$ cat config.mk
export PLATFORM = sky130hd
export DESIGN_NAME = serializer16
export DESIGN_NICKNAME = d
export VERILOG_FILES = /design/src/rtl/serializer16_pkg.sv /design/src/rtl/mux16_1.sv /design/src/rtl/serializer16.sv
export SDC_FILE = /design/constraint.sdc
export NUM_CORES = 1
export LEC_CHECK = 0
export BUFFER_PORTS_ARGS = -buffer_cell sky130_fd_sc_hd__buf_2
export CAP_MARGIN = 30
export CORE_ASPECT_RATIO = 1.4
export CORE_MARGIN = 8
export CORE_UTILIZATION = 50
export DETAILED_ROUTE_END_ITERATION = 7
export PLACE_DENSITY = 0.74
export SLEW_MARGIN = 20
export SYNTH_ARGS = -nofsm -noshare
export SYNTH_HDL_FRONTEND = slang
export SYNTH_SLANG_ARGS = --single-unit
export TNS_END_PERCENT = 100
$ cat constraint.sdc
create_clock -name clk -period 2.28 [get_ports clk]
set_clock_uncertainty 0.15 [all_clocks]
set_input_delay 0.114 -clock clk [delete_from_list [all_inputs] [get_ports clk]]
set_output_delay 0.114 -clock clk [all_outputs]
set_load 0.02 [all_outputs]
$ cat src/rtl/serializer16_pkg.sv
// ============================================================================
// serializer16_pkg : shared widths and state encoding for serializer16
// Rev 1.0
// ============================================================================
`default_nettype none

package serializer16_pkg;

  localparam int WORD_W = 16;
  localparam int CNT_W  = 4;

  typedef enum logic [0:0] {
    IDLE  = 1'b0,
    SHIFT = 1'b1
  } state_t;

  // Bit index where a word starts; the terminal index is the opposite end.
  function automatic logic [CNT_W-1:0] first_idx(input bit msb_first);
    return msb_first ? CNT_W'(WORD_W - 1) : '0;
  endfunction

endpackage

`default_nettype wire

$ cat src/rtl/mux16_1.sv
// ============================================================================
// mux16_1 : 16:1 single-bit select mux, o = i[s]
// Rev 1.0
// ============================================================================
`default_nettype none

module mux16_1 (
  input  logic [15:0] i,
  input  logic [3:0]  s,
  output logic        o
);

  assign o = i[s];

endmodule

`default_nettype wire

$ cat src/rtl/serializer16.sv
// ============================================================================
// serializer16 : 16-bit parallel-to-serial stage with valid/ready on both sides
// Rev 1.0
// ============================================================================
`default_nettype none

module serializer16
  import serializer16_pkg::*;
#(
  parameter bit MSB_FIRST = 1'b0
) (
  input  logic              clk,
  input  logic              rst,
  input  logic [WORD_W-1:0] in_data,
  input  logic              in_valid,
  output logic              in_ready,
  output logic              ser_out,
  output logic              ser_valid,
  input  logic              ser_ready,
  output logic              ser_last
);

  localparam logic [CNT_W-1:0] FIRST_IDX = first_idx(MSB_FIRST);
  localparam logic [CNT_W-1:0] LAST_IDX  = first_idx(!MSB_FIRST);

  state_t            r_state;
  logic [WORD_W-1:0] r_hold;
  logic [CNT_W-1:0]  r_cnt;

  logic w_bit;
  logic w_at_last;
  logic w_accept;
  logic w_xfer;

  mux16_1 u_mux (
    .i (r_hold),
    .s (r_cnt),
    .o (w_bit)
  );

  assign w_at_last = (r_state == SHIFT) && (r_cnt == LAST_IDX);

  assign ser_valid = (r_state == SHIFT);
  assign ser_last  = w_at_last;
  assign ser_out   = ser_valid & w_bit;

  // Ready during the last-bit transfer lets the next word follow with no bubble.
  assign in_ready  = (r_state == IDLE) | (w_at_last & ser_ready);

  assign w_accept  = in_valid & in_ready;
  assign w_xfer    = ser_valid & ser_ready;

  always_ff @(posedge clk) begin
    if (rst) begin
      r_state <= IDLE;
      r_cnt   <= '0;
      r_hold  <= '0;
    end else if (w_accept) begin
      r_state <= SHIFT;
      r_cnt   <= FIRST_IDX;
      r_hold  <= in_data;
    end else if (w_xfer) begin
      if (w_at_last) begin
        r_state <= IDLE;
      end else if (MSB_FIRST) begin
        r_cnt <= r_cnt - 1'b1;
      end else begin
        r_cnt <= r_cnt + 1'b1;
      end
    end
  end

endmodule

`default_nettype wire

Yosys cells after proc, flatten, opt, wreduce, memory -nomap -nowiden
Cells that the tools add are included.
- flip-flop bits (word level): 21
- input bits: 20
- output and inout bits: 4
- logic and storage cells: 24
- add/sub/neg operators: 1
- magnitude comparators: 1
- equal/unequal tests: 1
- muxes and demuxes: 5
- bitwise gates (word level): 7
- reduce and logical (&&, ||, !) cells: 6
- operators with widths (kind ; count):
    less-than comparator 4 x 5 -> 1 bit (second input constant) ; 1
    adder 4 x 1 -> 4 bit (second input constant) ; 1
    bitwise AND 1 bit ; 4
    binary-select mux 1 bit (select 4 bit) ; 1
    equality test 4 bit (second input constant) ; 1
    two-way mux 1 bit ; 4
    AND reduction 2 bit ; 2
    nonzero test 2 bit ; 2
    NOT 1 bit ; 2
    OR reduction 2 bit ; 1
    logical AND 1 bit ; 1
    OR 1 bit ; 1

Logic depth before layout (Yosys ltp)
Gate-level depths: netlist of run 1.
- word-level depth: 7
- gate-level depth with buffers: 6

By module
Synthesis of run 1 repeated with hierarchy kept, for this count alone.
- cells, all modules: 106
- area total of the unflattened synthesis: 1126.1 um^2
- modules (own cells, without submodules) (module ; times used ; cells an instance ; area an instance (um^2)):
    serializer16 ; 1 ; 99 ; 991.0
    mux16_1 ; 1 ; 7 ; 135.1

Least setup slack after synthesis of run 1
Ideal clock, no wire load.
- kind: reg-to-output
- from: register r_cnt[0]
- to: output port ser_out
- data arrival time: 1481 ps
- data required time: 2016 ps
- slack: 535 ps
- cell stages (with the launch flop): 6
- buffers on the path: 1
- cells stage by stage: dfxtp_1 > buf_6 > mux4_2 > a2bb2oi_1 > a32o_1 > and2_1
- longest elaborated chain between the ends: 3
- RTL lines (element ; RTL line ; text):
    from (decl) ; serializer16.sv:28 ; logic [CNT_W-1:0] r_cnt;
    from (signal assigned) ; serializer16.sv:66 ; r_cnt <= r_cnt - 1'b1;
    from (signal assigned) ; serializer16.sv:68 ; r_cnt <= r_cnt + 1'b1;
    binary-select mux 1 bit (select 4 bit) ; mux16_1.sv:13 ; assign o = i[s];
    two-way mux 1 bit (not written as such) ; mux16_1.sv:13 ;
    bitwise AND 1 bit ; serializer16.sv:45 ; assign ser_out = ser_valid & w_bit;
    to (decl) ; serializer16.sv:17 ; output logic ser_out,
Every way passes these cells. The select of a mux whose other input is x is not followed.

Worst setup path after layout of run 1
Ends and elaborated chain as after synthesis.

==> results of run 1 <==
[registers in the layout (all words and copies together) (netlist names)]
| name | cells |
|---|---|
| r_hold | 16 |
| r_cnt | 4 |
| ser_valid | 1 |
[layout make-up]
class                      instances  area, sq um  area share, %
clock buffer                       4         26.3           2.09
inverter                           1         3.75          0.298
multi-input combinational         82          475           37.7
sequential                        21          422           33.5
tap                               20         25.0           1.99
timing repair buffer              43          308           24.4
[synth_stat cells (2+ instances only)]
cell,n
a21oi_1,17
a2bb2oi_1,2
a31oi_1,2
buf_2,2
buf_6,2
clkbuf_1,3
dfxtp_1,21
mux2i_1,5
mux4_2,2
nand2_1,34
nand3_1,2
nor2_1,3
nor3_1,4
xnor2_1,2
[final timing paths]
check             slack, ns          to
setup reg to reg       0.55  r_hold[13]
hold reg to reg        0.31   r_hold[5]
setup / recovery       0.13     ser_out
hold / removal         0.05   ser_valid
[metal layers]
layer / wire length [um] / track usage [%] / part of all wire (%)
met3: 124 / 2.86 / 5.6
met4: 53 / 8.44 / 2.4
met1: 930 / 15.3 / 42
met5: 0 / 0 / 0
met2: 1110 / 24.0 / 50
[cells by family after synthesis]
family          after synthesis  synth area share (%)
simple gates                 47                  21.1
compound gates               25                  16.0
flops                        21                  44.6
buf+inv                       8                  5.04
mux                           7                  10.1
xor+xnor                      2                  1.86
fa+ha+maj                     1                  1.33
[worst register-to-register path: stages, from the launching register on]
cell and delay, ns:
dfxtp_1 0.42, ha_1 0.24, nand4_1 0.18, a21bo_1 0.41
nand2_1 0.14, a21oi_1 0.07
[timing repair]
action                     in CTS  in global routing
setup endpoints to repair       0                  1
hold endpoints to repair       17                  0
buffers inserted                0                  0
resized for setup               0                  1
hold buffers                   17                  0
[power groups by stage]
stage          sequential (mW)  combinational, mW  clock (mW)
3_5_place_dp             0.407             0.0851           0
4_1_cts                  0.398              0.108       0.185
6_report                 0.398              0.108       0.177
3_3_place_gp             0.405             0.0833           0
2_1_floorplan            0.403             0.0570           0
5_1_grt                  0.401              0.120       0.195
==> impl_results.md, run 1 <==
* Outcome: completed
* Number of synthesized flops with an enable pin at 0
* Initial cell density of the core at 53.0%
* Switching share of power at roughly a quarter
* Hold path depth at 2
* Worst Hold Class: input port to register
* Synth Flop Type: dfxtp_1
* Fillers at approximately 160
* Clk sinks at 21
* Hold slack final at approximately 0.053 ns
* Dpl cells at 150
* TritonCTS clock tree: yes
* Worst path cell trace: mux4_2, a2bb2oi_1, a32o_1, and2_1, buf_2
* Netlist cell types at 24
* Htree depth at 1
* Global-route wire length before repair at 3840 um
* Final Max Slew Viols at 0
* Commonest non-fill, non-tap cells in the layout: nand2_1, buf_2, dfxtp_1
* Synth async-reset ratio at 0%
* Final hold viol count at 0
* Commonest non-fill, non-tap cell in the layout: nand2_1
* FF-to-FF Start: r_cnt[1]
* Layout area overhead at 33.6%
* Vias per Instance at 5.34
* Setup TNS at 0 ns
* Nets at around 170
* I/O pins at 24
* Logic pwr share at between 10% and 20%
* Largest net degree at the start of global routing at 22
* Worst Path Required at between 2 and 2.5 ns
* Final Non-Filler Cells at approximately 170
* Leading area contributor after synthesis: dfxtp_1
* Max IR drop VDD at 0.344 mV
* Power, Total at a little under 0.7 mW
* Delay-heaviest family, CP: multiplexers
* Row count at 18
* Post-route clock period utilization at ~94%
* Mapped Cells at between 100 and 150
* Worst slew pin tran at between 0.4 and 0.5 ns
* Critical path's slowest cell: mux4_2
* Worst Min Path Start: rst
* Final ANT Viol Nets at 0
* Clock Tree Buf Depth at 2
* Leakage at about 0.51 nW
* Place WS at approximately 0.37 ns
* Design area at between 1000 and 1500 sq um
* Die Y at 67.4 um
* Sw power at ~0.17 mW
* Core box area at approximately 1800 sq um
* Count of final setup violators at 0
* Initial antenna violation count at 0
* Detailed-route wire length per cell at ~13 um
* Crit path max fanout at 6
* RD Place Congestion at between 0.7 and 0.8
* Diode count at 0
* RSZ-0062 raised after global routing: false
* Share of layout cells above drive strength 1 at 21.9%
* Max-Cap Viols at 0
* CP bufs+invs at 1
* Root buffer cell: clkbuf_4
* F_max at between 400 and 500 MHz
* WP data arrival at about 1.9 ns
* PD cells at approximately 540 nW/um^2
* WS Path Type: register to primary output
* Critical path depth in cells at 5
* DRT Pass-1 Iters at 4
* CP Launch Type: register
* Placed Area at roughly 1100 sq um
* Reg clk slew, reported paths at 0.11 ns
* Mapped cell area at approximately 940 sq um
* Worst slew margin at a little over two thirds
* Flops & latches, synth at 21
* Fin crit period at ~2.2 ns
* Port Buf Inserts at 23
* CTS Buf Count at 3
* Worst skew pair latency at 0.31 ns
* Reg2reg path depth at 5
* Total grt overflow at 0
* Warnings from Yosys at 0
* CP endpoint kind: primary output
* Net Count, Synth at about 130
* Internal Power at slightly above 0.5 mW
* Clock power share at between 20 and 30%
* Share of power burned in registers at between 50% and 60%
* Synthesized area per cell at roughly 8.5 sq um
* Register area share after synthesis at 44.6%
* CP startpoint: r_cnt[0]
* Total Die Area at between 3000 and 4000 sq um
* Die W at approximately 53 um
* Final HPWL DP at around 1500 um
* Top cells by area, synth: dfxtp_1, nand2_1, a21oi_1
* Global Route Usage Sum at between 10% and 20%
* Vias in the first global route at slightly below 900
* # DRC at 0
* Via count at roughly 910
* DRT iter0 DRCs at 26
* Post-route core utilization at a little over two thirds
* Final WS setup at ~0.13 ns
* Post-synth top area share at approximately 45%
* Critical Path Max Stage Delay at around 0.52 ns
* Final wirelength at approximately 2200 um
Power figures use the tool's default switching activity.
==> inputs of run 2 (changes only) <==
--- a/config.mk
+++ b/config.mk
@@ -9,11 +9,12 @@
 export CAP_MARGIN = 30
 export CORE_ASPECT_RATIO = 1.4
 export CORE_MARGIN = 8
-export CORE_UTILIZATION = 50
+export CORE_UTILIZATION = 53
 export DETAILED_ROUTE_END_ITERATION = 7
-export PLACE_DENSITY = 0.74
+export PLACE_DENSITY = 0.76
 export SLEW_MARGIN = 20
 export SYNTH_ARGS = -nofsm -noshare
 export SYNTH_HDL_FRONTEND = slang
+export SYNTH_HIERARCHICAL = 1
 export SYNTH_SLANG_ARGS = --single-unit
 export TNS_END_PERCENT = 100
==> impl_results.md, run 2 <==
* Outcome: completed
* Reg clk slew, reported paths at between 0.1 and 0.15 ns
* Total Die Area at approximately 3900 sq um
* Worst Hold Class: input port to register
* Post-route clock period utilization at between 90% and 100%
* Final wirelength at roughly 2400 um
* Count of final setup violators at 0
* Final WS setup at 0.129 ns
* Hold EP: ser_valid
* Hold path depth at 4
* Share of layout cells above drive strength 1 at ~22%
* WS Path Type: register to primary output
* Initial antenna violation count at 0
* Critical Path Max Stage Delay at roughly 0.59 ns
* Number of synthesized flops with an enable pin at 0
* Place WS at between 0.3 and 0.4 ns
* Via count at 890
* Clock Tree Buf Depth at 2
* RD Place Congestion at roughly 0.84
* Top cells by area, synth: dfxtp_1, nand2b_1, mux2i_1
* PD cells at ~500 nW/um^2
* Sw power at ~0.17 mW
* Setup TNS at 0 ns
* CP bufs+invs at 1
* Synthesized area per cell at 10.6 sq um
* Share of power burned in registers at a little under three fifths
* Internal Power at around 0.53 mW
* Worst Min Path Start: ser_ready
* CP endpoint kind: primary output
* Htree depth at 1
* Row count at 19
* Global Route Usage Sum at 13.0%
* Critical path's slowest cell: mux4_1
* Reg2reg path depth at 5
* Worst path cell trace: mux4_1, mux2i_1, mux2i_1, and2_1, buf_2
* Max reg flops at 16
* Commonest non-fill, non-tap cell in the layout: nand2b_1
* Switching share of power at 24.7%
* Synth async-reset ratio at 0%
* DRT Pass-1 Iters at 4
* Worst Path Required at a little over 2 ns
* F_max at roughly 460 MHz
* FF-to-FF Start: r_cnt[1]
* Final Max Slew Viols at 0
* Final ANT Viol Nets at 0
* Detailed-route wire length per cell at approximately 14 um
* Leading area contributor after synthesis: dfxtp_1
* Fillers at 167
* Largest Register: r_hold
* Max IR drop VDD at 0.461 mV
* Die Y at 70.5 um
* Mapped Cells at 106
* WP data arrival at 1.89 ns
* Layout area overhead at 28.6%
* R2r endpoint: r_hold[15]
* Worst slew pin tran at 0.477 ns
* I/O pins at 24
* Most instantiated cells after synthesis: nand2b_1, dfxtp_1, mux2i_1
* Diode count at 0
* Register area share after synthesis at 37.3%
* Logic pwr share at 17.7%
* Clock power share at between 20 and 30%
* Post-synth top area share at a little under two fifths
* Clk sinks at 21
* Mapped cell area at 1130 sq um
* Power, Total at around 0.70 mW
* Most used cell, CP: mux2i_1
* Worst slew margin at between 60% and 70%
* CP Launch Type: register
* Reg2reg setup slack at 0.48 ns
* Most numerous cell in the Yosys netlist: nand2b_1
* # DRC at 0
* Final hold viol count at 0
* Crit path max fanout at 9
* Die W at 55.0 um
* Root buffer cell: clkbuf_4
* Largest net degree at the start of global routing at 38
* DRT iter0 DRCs at 6
* Worst skew pair latency at approximately 0.3 ns
* Nets at roughly 170
* Max-Cap Viols at 0
* Flops & latches, synth at 21
* Delay-heaviest family, CP: multiplexers
* TritonCTS clock tree: yes
* Net Count, Synth at ~130
* Synth Flop Type: dfxtp_1
* Hold slack final at 0.122 ns
* Core box area at around 2000 sq um
* Fin crit period at between 2 and 2.5 ns
* Total grt overflow at 0
* Commonest non-fill, non-tap cells in the layout: nand2b_1, buf_2, dfxtp_1
* Vias per Instance at between 5 and 6
* Initial cell density of the core at 56.4%
* RSZ-0062 raised after global routing: false
* Netlist cell types at 25
* Leakage at roughly 0.59 nW
* Warnings from Yosys at 6
* CTS Buf Count at 3
* Post-CTS setup buffers at 0
* Final HPWL DP at between 1500 and 2000 um
* Port Buf Inserts at 23
* Global-route wire length before repair at about 3900 um
* Vias in the first global route at roughly 920
==> run 2: changes by cell type after synthesis, sizes merged, moves of 2 or more <==
cell,before,now
buf,4,2
and2,1,3
nor2,3,0
a31oi,2,0
nand2b,0,32
nor3,4,1
nand2,34,2
o21ai,0,2
mux2i,5,19
a21oi,17,3
a211oi,0,2
xnor2,2,0
mux4,2,4
a2bb2oi,2,0
==> run 2: cell type report <==
cell class | instances | area [sq um] | area share [%]
Clock buffer | 4 | 26.3 | 1.82
Inverter | 1 | 3.75 | 0.259
Multi-Input combinational cell | 78 | 664 | 45.9
Sequential cell | 21 | 422 | 29.1
Tap cell | 21 | 26.3 | 1.82
Timing Repair Buffer | 41 | 305 | 21.1
==> run 2: repair_timing <==
| item | 4_1_cts | 5_1_grt |
|---|---|---|
| hold buffers | 17 | 0 |
| gates resized for setup | 1 | 0 |
| endpoints found under the hold margin | 17 | 0 |
| endpoints found under the setup margin | 1 | 0 |
==> run 2: logic make-up after synthesis <==
logic type,count (synthesis),share of synthesized area (%)
buffers and inverters,7,3.67
muxes,23,26.2
and+or+nand+nor,44,24.4
AOI/OAI and AO/OA,10,7.22
adders and majority gates,1,1.11
DFF,21,37.3
==> run 2: how the worst max path moves through the flow <==
stage | startpoint | end | slack, ns | cells past startpoint
floorplan | r_cnt[0] | ser_out | 0.57 | 4
global placement | r_cnt[0] | ser_out | 0.45 | 5
detailed placement | r_cnt[0] | ser_out | 0.36 | 5
CTS | r_cnt[0] | ser_out | 0.11 | 5
global route | r_cnt[0] | ser_out | 0.06 | 5
finish | r_cnt[0] | ser_out | 0.13 | 5
==> run 2: worst register-to-register path: cells and delay by family (launching register included) <==
family / cells / cell delay, ns
AOI/OAI and AO/OA: 1 / 0.23
adders and majority gates: 1 / 0.29
muxes: 1 / 0.22
and+or+nand+nor: 1 / 0.17
DFF: 1 / 0.49
buffers and inverters: 1 / 0.20
==> run 2: metrics by stage <==
stage	cells	utilization (%)	area, sq um
after floorplan	106	-	1130
after global placement	145	62.6	1250
after detailed placement	145	62.6	1250
after CTS	166	72.5	1450
after global routing	166	72.5	1450
final	166	72.5	1450
==> run 2: power groups by stage <==
stage | logic [mW] | clock network (mW) | registers, mW
2_1_floorplan | 0.0731 | 0 | 0.406
3_3_place_gp | 0.0987 | 0 | 0.409
3_5_place_dp | 0.102 | 0 | 0.410
4_1_cts | 0.124 | 0.192 | 0.402
5_1_grt | 0.136 | 0.195 | 0.404
6_report | 0.125 | 0.178 | 0.402
==> run 2: routing by layer <==
metal,vias to the layer above,GRT usage (%),part of all wire [%]
met2,18,22.3,53
met5,-,0,0
li1,454,-,-
met4,0,5.63,1.7
met1,413,14.4,40
met3,5,2.93,4.8
==> inputs of run 3 (changes only) <==
--- a/config.mk
+++ b/config.mk
@@ -5,11 +5,11 @@
 export SDC_FILE = /design/constraint.sdc
 export NUM_CORES = 1
 export LEC_CHECK = 0
+export ABC_AREA = 1
 export BUFFER_PORTS_ARGS = -buffer_cell sky130_fd_sc_hd__buf_2
 export CAP_MARGIN = 30
 export CORE_ASPECT_RATIO = 1.4
-export CORE_MARGIN = 8
-export CORE_UTILIZATION = 53
+export CORE_UTILIZATION = 54
 export DETAILED_ROUTE_END_ITERATION = 7
 export PLACE_DENSITY = 0.76
 export SLEW_MARGIN = 20
==> impl_results.md, run 3 <==
* Netlist cell types at 22
* Post-synth top area share at between 30% and 40%
* Final hold viol count at 0
* Worst slew pin tran at approximately 0.58 ns
* Worst Hold Class: input port to register
* Logic pwr share at between 20% and 30%
* DRT Pass-1 Iters at 4
* PD cells at approximately 500 nW/um^2
* Synth Flop Type: dfxtp_1
* Initial antenna violation count at 0
* Fin crit period at ~2.1 ns
* Detailed-route wire length per cell at between 10 and 15 um
* Flops & latches, synth at 21
* Die Y at ~60 um
* RSZ-0062 raised after global routing: false
* Vias per Instance at approximately 4.9
* Post-route clock period utilization at about nine tenths
* Global-route wire length before repair at between 4000 and 5000 um
* CP endpoint kind: primary output
* Net Count, Synth at approximately 220
* Die W at 42.6 um
* Global Route Usage Sum at between 20% and 30%
* R2r endpoint: r_hold[4]
* Worst skew pair latency at around 0.3 ns
* TritonCTS clock tree: yes
* Worst slew margin at slightly above 60%
* F_max at 480 MHz
* Via count at ~1200
* Mapped cell area at 1240 sq um
* Core box area at 2180 sq um
* Reg clk slew, reported paths at 0.12 ns
* Reg2reg setup slack at ~0.47 ns
* Worst path cell trace: ha_1, nand3_2, o21bai_4, buf_6, buf_2
* Htree depth at 1
* Crit path max fanout at 33
* Warnings from Yosys at 6
* RD Place Congestion at about 0.83
* Largest Register: r_hold
* Vias in the first global route at between 1000 and 1500
* I/O pins at 24
* Most numerous cell in the Yosys netlist: nand2_1
* Setup TNS at 0 ns
* FF-to-FF Start: r_cnt[1]
* WP data arrival at about 1.8 ns
* Critical Path Max Stage Delay at about 0.50 ns
* Root buffer cell: clkbuf_4
* Synth async-reset ratio at 0%
* Port Buf Inserts at 23
* Synthesized area per cell at between 6 and 7 sq um
* Sw power at roughly 0.23 mW
* Max-Cap Viols at 0
* Worst Path Required at 2.02 ns
* Share of layout cells above drive strength 1 at 18.1%
* Final ANT Viol Nets at 0
* Final HPWL DP at approximately 1600 um
* DRT iter0 DRCs at 34
* Max reg flops at 16
* Leakage at roughly 0.79 nW
* Number of synthesized flops with an enable pin at 0
* Clock power share at a little under a quarter
* Critical path's slowest cell: dfxtp_1
* Commonest non-fill, non-tap cells in the layout: nand2_1, inv_1, nand3_1
* Switching share of power at between 20% and 30%
* Row count at 20
* Hold slack final at ~0.079 ns
* Register area share after synthesis at 33.8%
* Final Max Slew Viols at 0
* # DRC at 0
* CTS Buf Count at 3
* Commonest non-fill, non-tap cell in the layout: nand2_1
* Outcome: completed
* Total Die Area at 2500 sq um
* Nets at around 250
* Hold EP: ser_valid
* Fillers at approximately 200
* Diode count at 0
* Total grt overflow at 0
* Internal Power at between 0.5 and 0.6 mW
* Leading area contributor after synthesis: dfxtp_1
* CP Launch Type: register
* Reg2reg path depth at 7
* Worst Min Path Start: ser_ready
* Mapped Cells at about 200
* Layout area overhead at 22.8%
* Clock Tree Buf Depth at 2
* Final wirelength at about 2700 um
* Initial cell density of the core at 57.2%
* Most instantiated cells after synthesis: nand2_1, inv_1, nand3_1
* Count of final setup violators at 0
* Max IR drop VDD at approximately 0.36 mV
* Top cells by area, synth: dfxtp_1, nand2_1, nand3_1
* WS Path Type: register to primary output
* Hold path depth at 4
* Largest net degree at the start of global routing at 34
* Share of power burned in registers at between 50% and 60%
* Clk sinks at 21
-- run 3: cell types whose count changed after synthesis, sizes merged, moves of 4 or more --
cell | before | now
nand2 | 2 | 50
inv | 1 | 39
mux4 | 4 | 0
nand3 | 1 | 31
nor2 | 0 | 21
nand2b | 32 | 0
mux2i | 19 | 0
a21oi | 3 | 17
buf | 2 | 7
-- run 3: timing repair --
action	CTS	global route
hold buffers	17	0
gates resized for setup	0	1
endpoints found under the hold margin	17	0
buffers inserted	0	0
setup endpoints to repair	0	1
-- run 3: final cells by class --
class / instances / area, sq um / area share, %
well taps: 22 / 27.5 / 1.80
inverters: 40 / 158 / 10.3
multi-input cells: 125 / 592 / 38.7
clock buffers: 3 / 22.5 / 1.47
repair buffers: 42 / 304 / 19.9
clock inverters: 1 / 5.00 / 0.327
flip-flops and latches: 21 / 420 / 27.5
-- run 3: how the worst max path moves through the flow --
| stage | start | endpoint | slack (ns) | depth (start not counted) |
|---|---|---|---|---|
| finish | r_cnt[1] | in_ready | 0.19 | 5 |
| global route | r_cnt[1] | in_ready | 0.02 | 5 |
| CTS | r_cnt[1] | in_ready | 0.12 | 5 |
| detailed placement | r_cnt[1] | r_hold[4] | 0.44 | 7 |
| global placement | r_cnt[1] | r_hold[5] | 0.51 | 7 |
| floorplan | r_cnt[1] | r_hold[10] | 0.73 | 7 |
-- run 3: cells by family (layout without fill, tap and decap cells) --
family                   count (synthesis)  after routing  share of synthesized area, %
XOR/XNOR                                 1              1                         0.704
AND/OR/NAND/NOR                        103            103                          35.8
buffers and inverters                   49             86                          18.7
adder cells (fa/ha/maj)                  1              1                          1.00
AO/OA/AOI/OAI                           20             20                          10.1
flip-flops                              21             21                          33.8
-- run 3: per-layer routing --
layer | part of all wire, % | global-route usage, % | vias up
met5 | 0 | 0 | -
met4 | 1.2 | 10.7 | 0
met3 | 1.7 | 2.76 | 4
met2 | 55 | 44.4 | 18
met1 | 42 | 26.2 | 557
li1 | - | - | 666
-- run 3: per-stage QoR --
stage               power (mW)  std cells  setup WS, ns  cell area, sq um  util (%)
floorplan                0.541        195         0.731              1240         -
global placement         0.565        233         0.513              1330      61.0
detailed placement       0.570        233         0.441              1330      61.0
CTS                      0.772        254         0.115              1530      70.1
global route             0.818        254        0.0202              1530      70.2
finish                   0.770        254         0.195              1530      70.2
-- run 3: critical path, delay by kind of cell, from the launching register on --
kind / cells / cell delay (ns)
AO/OA/AOI/OAI: 1 / 0.17
flip-flops: 1 / 0.50
buffers and inverters: 2 / 0.46
adder cells (fa/ha/maj): 1 / 0.26
AND/OR/NAND/NOR: 1 / 0.12
-- run 3: power by group through the flow --
stage               Combinational [mW]  Clock (mW)  Sequential [mW]
floorplan                        0.124           0            0.416
global placement                 0.148           0            0.417
detailed placement               0.153           0            0.417
CTS                              0.175       0.188            0.410
global route                     0.201       0.204            0.414
finish                           0.177       0.183            0.410
